### config.mk
export PLATFORM = sky130hd
export DESIGN_NAME = bram_port_arbiter
export DESIGN_NICKNAME = d
export VERILOG_FILES = /design/src/rtl/bram_port_arbiter.sv
export SDC_FILE = /design/constraint.sdc
export NUM_CORES = 1
export LEC_CHECK = 0
export ABC_AREA = 1
export CAP_MARGIN = 20
export CORE_AREA = 2 2 282 284
export DETAILED_ROUTE_END_ITERATION = 16
export DIE_AREA = 0 0 284 286
export SKIP_LAST_GASP = 1
export SYNTH_ARGS = -nofsm -noshare
export SYNTH_HDL_FRONTEND = slang
export SYNTH_SLANG_ARGS = --single-unit
### constraint.sdc
create_clock -name reg_clk -period 5.8 [get_ports reg_clk]
set_input_delay 1.45 -clock reg_clk [delete_from_list [all_inputs] [get_ports reg_clk]]
set_output_delay 1.45 -clock reg_clk [all_outputs]
set_load 0.05 [all_outputs]
### src/rtl/bram_port_arbiter.sv
// Two-requester arbiter for a single BRAM port: bulk FSM (0) and debug path (1).
// Bursts of registered beats, round-robin on contention, two-cycle read return.
module bram_port_arbiter #(
  parameter int ADDR_W    = 8,
  parameter int DATA_W    = 128,
  parameter int MAX_BURST = 16
) (
  input  logic                reg_clk,
  input  logic                rst,
  input  logic                req0,
  input  logic                req1,
  input  logic [ADDR_W-1:0]   addr0,
  input  logic [ADDR_W-1:0]   addr1,
  input  logic [DATA_W/8-1:0] we0,
  input  logic [DATA_W/8-1:0] we1,
  input  logic [DATA_W-1:0]   wdata0,
  input  logic [DATA_W-1:0]   wdata1,
  input  logic                last0,
  input  logic                last1,
  output logic                gnt0,
  output logic                gnt1,
  output logic                rvalid0,
  output logic                rvalid1,
  output logic [DATA_W-1:0]   rdata,
  output logic                bram_en,
  output logic [DATA_W/8-1:0] bram_we,
  output logic [ADDR_W-1:0]   bram_addr,
  output logic [DATA_W-1:0]   bram_wrdata,
  input  logic [DATA_W-1:0]   bram_rddata,
  output logic                busy,
  output logic                owner,
  output logic [1:0]          state_dbg
);

  // Handshake: a beat is any cycle with gntN & reqN; the requester must hold
  // addr/we/wdata/last valid for that cycle and no other acknowledgement exists.
  localparam int BE_W = DATA_W / 8;
  localparam logic [7:0] BURST_LAST = 8'(MAX_BURST - 1);

  typedef enum logic [1:0] {
    IDLE   = 2'd0,
    GRANT0 = 2'd1,
    GRANT1 = 2'd2
  } state_t;

  state_t              state_q, state_d;
  logic                owner_q, owner_d;
  logic [7:0]          cnt_q, cnt_d;
  logic                bram_en_q, bram_en_d;
  logic [BE_W-1:0]     bram_we_q, bram_we_d;
  logic [ADDR_W-1:0]   bram_addr_q, bram_addr_d;
  logic [DATA_W-1:0]   bram_wrdata_q, bram_wrdata_d;
  logic [1:0]          rd_pend_q, rd_pend_d;
  logic [1:0]          rvalid_q, rvalid_d;

  logic                cur_req, cur_last, oth_req, beat;
  logic [ADDR_W-1:0]   cur_addr;
  logic [BE_W-1:0]     cur_we;
  logic [DATA_W-1:0]   cur_wdata;

  always_comb begin
    cur_req   = (state_q == GRANT1) ? req1   : req0;
    cur_last  = (state_q == GRANT1) ? last1  : last0;
    cur_addr  = (state_q == GRANT1) ? addr1  : addr0;
    cur_we    = (state_q == GRANT1) ? we1    : we0;
    cur_wdata = (state_q == GRANT1) ? wdata1 : wdata0;
    oth_req   = (state_q == GRANT1) ? req0   : req1;
    beat      = (state_q != IDLE) && cur_req;

    state_d       = state_q;
    owner_d       = owner_q;
    cnt_d         = cnt_q;
    bram_en_d     = 1'b0;
    bram_we_d     = '0;
    bram_addr_d   = bram_addr_q;
    bram_wrdata_d = bram_wrdata_q;
    rd_pend_d     = 2'b00;
    rvalid_d      = rd_pend_q;

    if (beat) begin
      bram_en_d     = 1'b1;
      bram_we_d     = cur_we;
      bram_addr_d   = cur_addr;
      bram_wrdata_d = cur_wdata;
      cnt_d         = cnt_q + 8'd1;
      // Read return is tagged with the issuer so a later grant switch cannot steer it.
      if (cur_we == '0) rd_pend_d = (state_q == GRANT1) ? 2'b10 : 2'b01;
    end

    case (state_q)
      IDLE: begin
        if (req0 && (!req1 || owner_q)) begin
          state_d = GRANT0;
          owner_d = 1'b0;
          cnt_d   = 8'd0;
        end else if (req1) begin
          state_d = GRANT1;
          owner_d = 1'b1;
          cnt_d   = 8'd0;
        end
      end
      GRANT0, GRANT1: begin
        if (!cur_req || cur_last || (cnt_q == BURST_LAST)) begin
          if (oth_req) begin
            state_d = (state_q == GRANT0) ? GRANT1 : GRANT0;
            owner_d = (state_q == GRANT0);
            cnt_d   = 8'd0;
          end else begin
            state_d = IDLE;
          end
        end
      end
      default: state_d = IDLE;
    endcase
  end

  always_ff @(posedge reg_clk or posedge rst) begin
    if (rst) begin
      state_q       <= IDLE;
      owner_q       <= 1'b1;
      cnt_q         <= 8'd0;
      bram_en_q     <= 1'b0;
      bram_we_q     <= '0;
      bram_addr_q   <= '0;
      bram_wrdata_q <= '0;
      rd_pend_q     <= 2'b00;
      rvalid_q      <= 2'b00;
    end else begin
      state_q       <= state_d;
      owner_q       <= owner_d;
      cnt_q         <= cnt_d;
      bram_en_q     <= bram_en_d;
      bram_we_q     <= bram_we_d;
      bram_addr_q   <= bram_addr_d;
      bram_wrdata_q <= bram_wrdata_d;
      rd_pend_q     <= rd_pend_d;
      rvalid_q      <= rvalid_d;
    end
  end

  assign gnt0        = (state_q == GRANT0);
  assign gnt1        = (state_q == GRANT1);
  assign busy        = (state_q != IDLE);
  assign owner       = owner_q;
  assign state_dbg   = state_q;
  assign bram_en     = bram_en_q;
  assign bram_we     = bram_we_q;
  assign bram_addr   = bram_addr_q;
  assign bram_wrdata = bram_wrdata_q;
  assign rvalid0     = rvalid_q[0];
  assign rvalid1     = rvalid_q[1];
  // BRAM output is passed straight through while a return is valid, zero otherwise.
  assign rdata       = (|rvalid_q) ? bram_rddata : '0;

endmodule

== After elaboration in Yosys (flattened, before gate mapping) ==
Cells that the tools add are included.

* Register bits after elaboration: 168
* Output and inout port bits: 289
* Logic and storage cells: 60

* Add/subtract/negate cells: 1
* Equal/unequal tests: 6
* Muxes and demuxes: 29
* Reduce and logical (&&, ||, !) cells: 15

{| class="wikitable"
|+ Operator list
! operator !! count
|-
| 128-bit two-way mux || 2
|-
| 8-bit two-way mux || 6
|-
| 16-bit two-way mux || 2
|-
| 16-bit logical NOT || 1
|-
| 2-bit two-way mux || 8
|-
| 8-bit one-hot mux with 2 select lines || 1
|-
| 8-bit by 1-bit adder with 8-bit output, second input constant || 1
|-
| 8-bit by 4-bit == test with 1-bit output, second input constant || 1
|-
| 1-bit two-way mux || 8
|-
| 2-bit != test, second input constant || 2
|-
| 2-bit one-hot mux with 2 select lines || 1
|-
| 4-bit AND reduction || 1
|-
| 2-bit nonzero test || 2
|-
| 2-bit OR reduction || 2
|-
| 1-bit logical OR || 3
|-
| 3-bit != test, second input constant || 1
|-
| 2-bit by 1-bit == test with 1-bit output, second input constant || 1
|-
| 2-bit == test, second input constant || 1
|-
| 1-bit logical AND || 2
|-
| 1-bit logical NOT || 2
|-
| 2-bit logical NOT || 1
|-
| 1-bit one-hot mux with 2 select lines || 1
|-
| 2-bit AND reduction || 1
|}

== Logic depth before layout (Yosys ltp) ==
* Word-level depth: 7
* Gate-level depth with buffers: 13

== Worst setup path after synthesis ==
Ideal clock, no wire load.

* Kind: input to output
* Start: input bram_rddata[0]
* End: output rdata[0]
* Arrival time: 2.128 ns
* Path slack: 2.222 ns
* Cell stages on the path: 2
* Path buffers: 0
* Path through: inv_1 > nor2_1

* Cells in the longest elaborated chain, start to end: 1

{| class="wikitable"
|+ RTL lines
! element !! RTL line !! source
|-
| start, declared || 29 || <nowiki>input logic [DATA_W-1:0] bram_rddata,</nowiki>
|-
| 128-bit two-way mux || 153 || <nowiki>assign rdata = (|rvalid_q) ? bram_rddata : '0;</nowiki>
|-
| end, declared || 24 || <nowiki>output logic [DATA_W-1:0] rdata,</nowiki>
|}

Every way passes these cells.

== Worst setup path after layout ==
* Start: input bram_rddata[92]
* End: output rdata[92]

Same word-level chain as after synthesis.

==> results.tsv <==
metric	value	unit
Worst Setup Start Kind	input pin	
Worst Setup SP	bram_rddata[92]	
Num CTS Buffers	17	
Core Footprint	0.0784	mm2
Cell Pwr Density	467	mW/mm2
Post-synth EDFFs	0	
Finished Core Util	23.0	%
RSZ-0062 raised after global routing	false	
top cells by area, synth	dfrtp_1 46%, nand2_1 13%, inv_1 12%	
largest net degree at the start of global routing	76	
Final Max Tran Viols	0	
Synth Cell Area	0.00902	mm2
measured slew at the worst slew-check pin	0.998	ns
Post-DRT Antenna Nets	0	
detailed-placement wirelength estimate	39.9	mm
area taken by multi-input logic gates	0.00339	mm2
drt initial violations	422	
critical path peak fanout	1	
CTS tree	built	
Period minus WS final	4.71	ns
worst vdd ir	0.000282	V
I/O pin cnt	727	
root buffer cell	clkbuf_16	
area grow syn2layout	100	%
total wire length	49.6	mm
status	finished clean	
Post-synth top cells	318 x nand2_1, 293 x inv_1, 219 x nor2_1, 167 x dfrtp_1, 70 x o221ai_1	
most frequent cell after synthesis	nand2_1	
Fmax	212	MHz
synthesized area per cell	7.19	um2
post-cts resize count	0	
post-place setup slack	1.02	ns
max_slew headroom	33.4	%
CP Class	in2out	
vias in the first global route	10500	
Hold Violations, Final	0	
Starting Density	11.5	%
post-DR vias/cell	3.46	
first-pass GRT wire length	69.9	mm
Detailed Routing Iterations Pass 1	5	
FF-to-FF path depth	9	
Final Instance Area	0.0181	mm2
Synth top area share	46.3	%
largest family of logic cells by synthesized area	simple AND/OR/NAND/NOR gates	
syn_nets	1698	
PnR worst setup slack	1.09	ns
final setup violation count	0	
fillcell total	8658	
Placer Congestion	0.842	
mux cell area share after synthesis	0	%
Worst EP arrival	3.26	ns
worst hold path type	reg2reg	
sequential fraction of the synthesis area	46.6	%
Total Power	8.43	mW
P_leak	8.28	nW
gr usage total	11.9	%
Worst EP required	4.35	ns
compound-gate portion of the synthesized area	12.6	%
FF-to-FF End	bram_addr[4]	
maximum clock insertion buffer count	2	
Unique masters post-synth	24	
initial antenna violation count	7	
hold_ws	0.359	ns
H-tree depth	4	
Residual DRC	0	
share of cells above drive strength 1	3.17	%
Yosys top cell by area	dfrtp_1	
r2r startpoint	state_dbg[0]	
GRT overflow	0	
Post-Synth Simple-Gate Area	23.7	%
fin nets	2388	
Fin Setup TNS	0	ns
Die Height	286	um
postcts setup bufs	0	
Yosys warnings	0	
share of synthesized flip-flops with an asynchronous set or reset	100	%
dpl cells	2976	
register area	0.00421	mm2
die width	284	um
Worst-Skew Late Latency	0.49	ns
fin cells	3012	
die area	0.0812	mm2
Routed WL per cell	16.5	um
flops & latches, synth	168	
Final period util	81.2	%
clk sinks	168	
Synth Area in XOR/XNOR	0	%
Crit. End Element	primary output	
area share of fa/ha/maj cells after synthesis	0.694	%
clk slew on worst S/H paths	0.08	ns
Synth Instances	1255	
IO Port Bufs	726	
final setup skew	0.0178	ns
Cell Rows	103	
flop2flop setup slack	2.40	ns
routed vias	10400	
Main synth FF type	dfrtp_1	
placed inst area	0.0174	mm2
end of the critical path	rdata[92]	
max-cap violations	0	
hold_buf cts	0	
worst min path at each step:
| stage | startpoint | end | slack [ns] | depth (start not counted) |
|---|---|---|---|---|
| global route | rd_pend_q[0] | rvalid_q[0] | 0.37 | 0 |
| finish | rd_pend_q[0] | rvalid_q[0] | 0.36 | 0 |
| detailed placement | rd_pend_q[0] | rvalid_q[0] | 0.34 | 0 |
| global placement | rd_pend_q[1] | rvalid_q[1] | 0.34 | 0 |
| floorplan | rd_pend_q[0] | rvalid_q[0] | 0.33 | 0 |
| CTS | rd_pend_q[0] | rvalid_q[0] | 0.36 | 0 |
cell families after synthesis:
kind of cell | after synthesis
AO/OA/AOI/OAI | 157
adder cells (fa/ha/maj) | 5
buffers and inverters | 367
flip-flops | 168
AND/OR/NAND/NOR | 558
state kept, by name, indices dropped and copies added, names as in the netlist:
| register | cells |
|---|---|
| owner | 1 |
| rvalid_q | 2 |
| bram_addr | 8 |
| bram_we | 16 |
| cnt_q | 8 |
| rd_pend_q | 2 |
| state_dbg | 2 |
| bram_en | 1 |
| bram_wrdata | 128 |
routing by layer:
metal	part of all wire (%)	track usage, %	up-vias
li1	-	-	5210
met1	38	12.7	4675
met2	47	19.8	474
met3	11	6.10	55
met4	3.0	4.88	2
met5	0.026	0	-
layout by cell type, fill, tap and decap left out, types with 11 or more instances in the layout:
master / instances
nand3_1: 11
a21oi_1: 16
clkbuf_16: 17
inv_1: 292
buf_4: 13
clkdlybuf4s50_1: 726
a31oi_1: 66
nor2_1: 218
dfrtp_1: 167
o221ai_1: 70
nand2_1: 317
area by class of cell:
| cell class | instances | area share (%) |
|---|---|---|
| Clock buffer | 18 | 2.43 |
| Inverter | 296 | 6.18 |
| Antenna cell | 4 | 0.0554 |
| Clock inverter | 14 | 0.873 |
| Sequential cell | 168 | 23.3 |
| Timing Repair Buffer | 742 | 41.1 |
| Multi-Input combinational cell | 720 | 18.8 |
| Tap cell | 1050 | 7.28 |
power by group:
part	total, mW	internal, mW	switching (mW)
sequential	2.05	1.71	0.341
combinational	5.16	1.67	3.48
clock	1.22	0.588	0.635
total	8.43	3.97	4.46
critical path, stage by stage:
cell	delay [ns]
clkdlybuf4s50_1	0.60
inv_1	0.12
nor2_1	0.23
clkdlybuf4s50_1	0.85
Note: power is estimated with default switching activity, not from simulation.
